$ cat config.mk
export PLATFORM = sky130hd
export DESIGN_NAME = escalonador_zonas_rega_flat
export DESIGN_NICKNAME = d
export VERILOG_FILES = /design/src/rtl/escalonador_zonas_rega_if.sv /design/src/rtl/escalonador_zonas_rega.sv /design/src/flat_wrapper.sv
export SDC_FILE = /design/constraint.sdc
export NUM_CORES = 1
export LEC_CHECK = 0
export CAP_MARGIN = 20
export CORE_MARGIN = 2
export CORE_UTILIZATION = 30
export CTS_CLUSTER_DIAMETER = 120
export DETAILED_ROUTE_END_ITERATION = 10
export GPL_TIMING_DRIVEN = 0
export SLEW_MARGIN = 20
export SYNTH_ARGS = -nofsm -noshare
export SYNTH_HDL_FRONTEND = slang
export SYNTH_SLANG_ARGS = --single-unit
$ cat constraint.sdc
create_clock -name clk -period 2.9 [get_ports clk]
set_clock_uncertainty 0.1 [all_clocks]
set_input_delay 0.725 -clock clk [delete_from_list [all_inputs] [get_ports clk]]
set_output_delay 0.725 -clock clk [all_outputs]
set_load 0.02 [all_outputs]
$ cat src/rtl/escalonador_zonas_rega_if.sv
// Zone scheduler bus: tank/zone requests in, valve/pump drive and status out.
// The tank side (master) drives requests; the scheduler (slave) drives actuators and status.
interface escalonador_zonas_rega_if #(
  parameter int N_ZONES = 4,
  parameter int DUR_W   = 8
);
  localparam int GW = (N_ZONES > 1) ? $clog2(N_ZONES) : 1;

  logic [N_ZONES-1:0] req;
  logic [DUR_W-1:0]   dur;
  logic               tank_ok;
  logic               tank_busy;
  logic               rain;
  logic [N_ZONES-1:0] valve;
  logic               pump;
  logic [GW-1:0]      grant;
  logic               busy;
  logic               done;
  logic               abrt;
  logic [1:0]         state_dbg;

  modport master (
    output req, dur, tank_ok, tank_busy, rain,
    input  valve, pump, grant, busy, done, abrt, state_dbg
  );

  modport slave (
    input  req, dur, tank_ok, tank_busy, rain,
    output valve, pump, grant, busy, done, abrt, state_dbg
  );
endinterface

$ cat src/rtl/escalonador_zonas_rega.sv
// Round-robin irrigation scheduler sharing one tank/pump across N_ZONES zones.
// Optional macro RAIN_INHIBIT_EN: rain blocks new grants and aborts watering.
module escalonador_zonas_rega #(
  parameter int N_ZONES   = 4,
  parameter int DUR_W     = 8,
  parameter int OPEN_CYC  = 4,
  parameter int CLOSE_CYC = 4
) (
  input  logic                    clk,
  input  logic                    reset,
  escalonador_zonas_rega_if.slave zr
);
  // Handshake: req is a level held by a zone while it wants water; a grant is
  // accepted in IDLE only when the tank is ready, and the grant ends with exactly
  // one done (normal) or abrt (tank dry) pulse in the first IDLE cycle.

  localparam int GW    = (N_ZONES > 1) ? $clog2(N_ZONES) : 1;
  localparam int CW_O  = $clog2(OPEN_CYC + 1);
  localparam int CW_C  = $clog2(CLOSE_CYC + 1);
  localparam int CW_T  = (CW_O > CW_C) ? CW_O : CW_C;
  localparam int CNT_W = (DUR_W > CW_T) ? DUR_W : CW_T;
  localparam logic [N_ZONES-1:0] ONE_HOT0 = N_ZONES'(1);

  typedef enum logic [1:0] {
    IDLE  = 2'd0,
    OPEN  = 2'd1,
    WATER = 2'd2,
    CLOSE = 2'd3
  } state_t;

  state_t             state, state_n;
  logic [GW-1:0]      ptr, ptr_n;
  logic [GW-1:0]      grant_q, grant_n;
  logic [CNT_W-1:0]   cnt, cnt_n;
  logic [DUR_W-1:0]   dur_q, dur_n;
  logic               abort_q, abort_n;
  logic               done_n, abrt_n;
  logic [N_ZONES-1:0] valve_q;
  logic               pump_q, busy_q, done_q, abrt_q;
  logic               pick_found;
  logic [GW-1:0]      pick_idx;
  logic               grant_block, water_abort;

`ifdef RAIN_INHIBIT_EN
  assign grant_block = zr.rain;
  assign water_abort = !zr.tank_ok || zr.rain;
`else
  logic unused_rain;
  assign unused_rain = zr.rain;
  assign grant_block = 1'b0;
  assign water_abort = !zr.tank_ok;
`endif

  // Scan from the highest offset down so the zone closest to ptr wins last.
  always_comb begin
    pick_found = 1'b0;
    pick_idx   = '0;
    for (int i = N_ZONES - 1; i >= 0; i--) begin
      int idx;
      idx = int'(ptr) + i;
      if (idx >= N_ZONES) idx = idx - N_ZONES;
      if (zr.req[idx]) begin
        pick_found = 1'b1;
        pick_idx   = GW'(idx);
      end
    end
  end

  always_comb begin
    state_n = state;
    ptr_n   = ptr;
    grant_n = grant_q;
    cnt_n   = cnt;
    dur_n   = dur_q;
    abort_n = abort_q;
    done_n  = 1'b0;
    abrt_n  = 1'b0;
    unique case (state)
      IDLE: begin
        if (zr.tank_ok && !zr.tank_busy && !grant_block && pick_found) begin
          state_n = OPEN;
          grant_n = pick_idx;
          dur_n   = (zr.dur == '0) ? DUR_W'(1) : zr.dur;
          cnt_n   = CNT_W'(OPEN_CYC - 1);
          abort_n = 1'b0;
        end
      end
      OPEN: begin
        if (cnt == '0) begin
          state_n = WATER;
          cnt_n   = CNT_W'(dur_q) - CNT_W'(1);
        end else begin
          cnt_n = cnt - CNT_W'(1);
        end
      end
      WATER: begin
        if (water_abort) begin
          state_n = CLOSE;
          abort_n = 1'b1;
          cnt_n   = CNT_W'(CLOSE_CYC - 1);
        end else if (!zr.req[grant_q] || cnt == '0) begin
          state_n = CLOSE;
          abort_n = 1'b0;
          cnt_n   = CNT_W'(CLOSE_CYC - 1);
        end else begin
          cnt_n = cnt - CNT_W'(1);
        end
      end
      CLOSE: begin
        if (cnt == '0) begin
          state_n = IDLE;
          cnt_n   = '0;
          if (abort_q) begin
            abrt_n = 1'b1;
          end else begin
            done_n = 1'b1;
            ptr_n  = (int'(grant_q) == N_ZONES - 1) ? '0 : grant_q + GW'(1);
          end
        end else begin
          cnt_n = cnt - CNT_W'(1);
        end
      end
      default: state_n = IDLE;
    endcase
  end

  // Outputs are registered from the next state so they line up with the state register.
  always_ff @(posedge clk or posedge reset) begin
    if (reset) begin
      state   <= IDLE;
      ptr     <= '0;
      grant_q <= '0;
      cnt     <= '0;
      dur_q   <= '0;
      abort_q <= 1'b0;
      valve_q <= '0;
      pump_q  <= 1'b0;
      busy_q  <= 1'b0;
      done_q  <= 1'b0;
      abrt_q  <= 1'b0;
    end else begin
      state   <= state_n;
      ptr     <= ptr_n;
      grant_q <= grant_n;
      cnt     <= cnt_n;
      dur_q   <= dur_n;
      abort_q <= abort_n;
      valve_q <= (state_n != IDLE) ? (ONE_HOT0 << grant_n) : '0;
      pump_q  <= (state_n == WATER);
      busy_q  <= (state_n != IDLE);
      done_q  <= done_n;
      abrt_q  <= abrt_n;
    end
  end

  assign zr.valve     = valve_q;
  assign zr.pump      = pump_q;
  assign zr.grant     = grant_q;
  assign zr.busy      = busy_q;
  assign zr.done      = done_q;
  assign zr.abrt      = abrt_q;
  assign zr.state_dbg = state;
endmodule

$ cat src/flat_wrapper.sv
// flat-port wrapper written by rule: the top's interface ports become plain ports
module escalonador_zonas_rega_flat 
#(
  parameter int N_ZONES   = 4,
  parameter int DUR_W     = 8,
  parameter int OPEN_CYC  = 4,
  parameter int CLOSE_CYC = 4
)
  (clk, reset, zr_req, zr_dur, zr_tank_ok, zr_tank_busy, zr_rain, zr_valve, zr_pump, zr_grant, zr_busy, zr_done, zr_abrt, zr_state_dbg);
  escalonador_zonas_rega_if #(.N_ZONES(N_ZONES), .DUR_W(DUR_W)) zr_i ();
  input  logic clk;
  input  logic reset;
  input wire logic [$bits(zr_i.req)-1:0] zr_req;
  input wire logic [$bits(zr_i.dur)-1:0] zr_dur;
  input wire logic [$bits(zr_i.tank_ok)-1:0] zr_tank_ok;
  input wire logic [$bits(zr_i.tank_busy)-1:0] zr_tank_busy;
  input wire logic [$bits(zr_i.rain)-1:0] zr_rain;
  output wire logic [$bits(zr_i.valve)-1:0] zr_valve;
  output wire logic [$bits(zr_i.pump)-1:0] zr_pump;
  output wire logic [$bits(zr_i.grant)-1:0] zr_grant;
  output wire logic [$bits(zr_i.busy)-1:0] zr_busy;
  output wire logic [$bits(zr_i.done)-1:0] zr_done;
  output wire logic [$bits(zr_i.abrt)-1:0] zr_abrt;
  output wire logic [$bits(zr_i.state_dbg)-1:0] zr_state_dbg;
  assign zr_i.req = zr_req;
  assign zr_i.dur = zr_dur;
  assign zr_i.tank_ok = zr_tank_ok;
  assign zr_i.tank_busy = zr_tank_busy;
  assign zr_i.rain = zr_rain;
  assign zr_valve = zr_i.valve;
  assign zr_pump = zr_i.pump;
  assign zr_grant = zr_i.grant;
  assign zr_busy = zr_i.busy;
  assign zr_done = zr_i.done;
  assign zr_abrt = zr_i.abrt;
  assign zr_state_dbg = zr_i.state_dbg;
  escalonador_zonas_rega #(.N_ZONES(N_ZONES), .DUR_W(DUR_W), .OPEN_CYC(OPEN_CYC), .CLOSE_CYC(CLOSE_CYC)) u_core (.clk(clk), .reset(reset), .zr(zr_i));
endmodule
==> impl_metrics.py <==
metrics = {
    "outcome": {
        "status": "finished, final reports clean",
    },
    "global_route": {
        "overflow": 0,
        "antenna_found_initial": 0,
        "grt.total_usage": 0.142,
        "grt_max_degree": 32,
        "grt_pass1_wl_mm": 7.11,
        "grt_pass1_vias": 1478,
    },
    "floorplan": {
        "dieWidth_microns": 80.5,
        "start_util": 0.315,
        "core-area_sq_um": 5570,
        "die_h_microns": 80.5,
        "die_area_sq_um": 6470,
        "ioPinCount": 29,
        "rows": 27,
    },
    "critical_path": {
        "rr_startpoint": "u_core.cnt[0]",
        "critical-path-top-delay-family": "buffers and inverters",
        "critPathCapture": "u_core.zr.valve[0]",
        "crit_path_end_kind": "register",
        "crit_arrival_ps": 2660,
        "cp_cell_sequence": "clkdlybuf4s50_1 -> or4_1 -> clkbuf_1 -> nand3_2 -> o41ai_2 -> nand2b_1 -> nor2_1",
        "ff2ff_path_depth": 7,
        "timing.rr.end": "u_core.ptr[0]",
        "critPathSlowestCell": "clkdlybuf4s50_1",
        "crit_fanout": 9,
        "path_buf_inv": 2,
        "slowest_delay_ps": 570,
        "start_kind": "input port",
        "crit_required_ps": 2960,
        "worstSetupPathType": "in2reg",
        "crit_cells": 7,
        "reg2reg_slack_ps": 400,
        "critical_path.startpoint": "zr_req[0]",
    },
    "finish": {
        "design_area_sq_um": 2200,
        "nets": 247,
        "multi_input_area_sq_um": 908,
        "drive_above_1_share": 0.0789,
        "ff_latch_area_sq_um": 776,
        "antenna_cells": 0,
        "nFillCells": 598,
        "area_growth_pct": 25.5,
    },
    "clock_network": {
        "worstSkewPairLatency_ps": 280,
        "cts_tree": "yes",
        "cts_inserted_buffers": 5,
        "clk_pin_slew_worst_paths_ps": 70,
        "clock-root-buffer": "clkbuf_8",
        "cts_buffer_depth": 2,
        "cts.sinks": 31,
        "htreeDepth": 2,
    },
    "flow_run": {
        "maxCapViolCount": 0,
    },
    "timing": {
        "rsz0062_at_grt": "false",
        "fin_crit_ps": 2600,
        "setup-violations-final": 0,
        "hold_viol_final": 0,
        "setup_slack_ps": 300,
        "drv_slew": 0,
        "tns_ps": 0,
        "worst_slew_pin_slew_ps": 661,
        "max_freq_ghz": 0.385,
        "period_share": 0.897,
        "slew_headroom": 0.558,
    },
    "drt": {
        "vias": 1534,
        "drtIter0Drc": 117,
        "dr.pass1.iters": 4,
        "routed_via_density": 5.11,
        "ant_nets": 0,
        "drcViolationCount": 0,
        "wl_per_cell_microns": 13.9,
        "drt_wl_total_mm": 4.18,
    },
    "min_path": {
        "hp-class": "reg2reg",
        "whs_path_depth": 2,
    },
    "place": {
        "globalplace.congestion": 0.819,
        "port_buffers": 27,
        "dp_hpwl_mm": 3.03,
        "pre_cts_ws_ps": -161,
        "placed_cell_area_sq_um": 2110,
    },
    "power": {
        "ir_worst_vdd_uv": 420,
        "powerDensity_nw_per_um2": 1000,
        "p_leak_nw": 0.926,
    },
    "synthesis": {
        "synth_edf_count": 0,
        "synth_cell_type_count": 48,
        "synth_ff_type": "dfrtp_1",
        "syn_inst": 193,
        "yosys_warnings": 0,
        "avgSynthCellArea_sq_um": 9.09,
        "synthesis.nets": 213,
        "ys_ff_latch": 31,
        "async_flop_share": 1.00,
        "seq_area_frac_synth": 0.442,
        "syn_area_sq_um": 1750,
    },
}
[power by group]
group | internal [mW] | leakage [nW] | switching [mW]
combinational | 0.487 | 0.495 | 0.597
clock | 0.168 | 0.0412 | 0.169
sequential | 0.608 | 0.390 | 0.181
total | 1.26 | 0.926 | 0.946
[logic make-up after synthesis]
group / synth area share
AO/OA/AOI/OAI: 0.197
XOR/XNOR: 0.0300
adder cells (fa/ha/maj): 0.0214
buffers and inverters: 0.0414
flip-flops: 0.442
multiplexers: 0.0378
AND/OR/NAND/NOR: 0.230
[synthesized netlist by cell type (all sizes together) (2+ instances only)]
cell type   n  area (sq um)
dfrtp      31           776
nor3        7          40.0
nor2b       4          25.0
a21oi      11          55.1
or3         7          43.8
nor3b       3          22.5
o21ai      14          70.1
nor4        2          12.5
nand2b      3          18.8
xnor2       5          43.8
nor2       12          47.6
or4         4          30.0
and2        2          12.5
o22ai       2          12.5
mux2        3          33.8
o31ai       3          22.5
clkbuf      6          22.5
o311ai      2          17.5
a32oi       2          17.5
a31oi       3          18.8
nand2      31           116
ha          3          37.5
inv        12          45.0
[layer usage]
metal  GRT usage  wire, microns
met5           0              0
met4      0.0305             31
met3      0.0348            199
met2       0.224           1900
met1       0.196           2050
[layout by cell type (no fill, tap or decap), drive strengths merged, types with 2 or more instances in the layout]
| cell type | instances |
|---|---|
| a21oi | 11 |
| a31oi | 3 |
| a32oi | 2 |
| and2 | 2 |
| clkbuf | 12 |
| clkdlybuf4s50 | 27 |
| dfrtp | 31 |
| ha | 3 |
| inv | 12 |
| mux2 | 3 |
| nand2 | 31 |
| nand2b | 3 |
| nor2 | 12 |
| nor2b | 4 |
| nor3 | 7 |
| nor3b | 3 |
| nor4 | 2 |
| o21ai | 14 |
| o22ai | 2 |
| o311ai | 2 |
| o31ai | 3 |
| or3 | 7 |
| or4 | 4 |
| xnor2 | 5 |
[worst register-to-register path, delay by kind of cell, from the launching register on]
| family | cells | cell delay [ps] |
|---|---|---|
| flip-flops | 1 | 420 |
| AND/OR/NAND/NOR | 4 | 1240 |
| adder cells (fa/ha/maj) | 1 | 190 |
| multiplexers | 1 | 370 |
| buffers and inverters | 1 | 80 |
[timing repair]
action | in CTS | in global routing
resized for setup | 0 | 1
buffers inserted | 0 | 0
hold buffers | 0 | 0
endpoints found under the setup margin | 0 | 4
[worst min path at each step]
stage	startpoint	end
floorplan	u_core.dur_q[7]	u_core.dur_q[7]
global placement	u_core.dur_q[5]	u_core.dur_q[5]
detailed placement	u_core.dur_q[5]	u_core.dur_q[5]
CTS	u_core.dur_q[7]	u_core.dur_q[7]
global route	u_core.ptr[0]	u_core.ptr[0]
finish	u_core.dur_q[7]	u_core.dur_q[7]
[area by class of cell]
cell class                      instances  area share
Tap cell                               72      0.0409
Clock buffer                            6      0.0330
Multi-Input combinational cell        143       0.413
Sequential cell                        31       0.352
Timing Repair Buffer                   27       0.123
Buffer                                  7      0.0125
Clock inverter                          2     0.00568
Inverter                               12      0.0205
[state kept, by name (all words and copies together), names as in the netlist]
| signal | flops |
|---|---|
| u_core.cnt | 8 |
| u_core.dur_q | 8 |
| u_core.zr.valve | 4 |
| u_core.ptr | 2 |
| u_core.zr.grant | 2 |
| u_core.zr.state_dbg | 2 |
| u_core.abort_q | 1 |
| u_core.zr.abrt | 1 |
| u_core.zr.busy | 1 |
| u_core.zr.done | 1 |
| u_core.zr.pump | 1 |
[per-stage QoR]
stage | hold WS, ps | instances | power, mW | util
CTS | 427 | 300 | 2.22 | 0.395
global placement | 402 | 292 | 1.85 | 0.379
detailed placement | 408 | 292 | 1.87 | 0.379
floorplan | 367 | 193 | 1.52 | -
global route | 460 | 300 | 2.41 | 0.395
finish | 424 | 300 | 2.21 | 0.395
No activity file was read; power rests on OpenSTA's default activity.
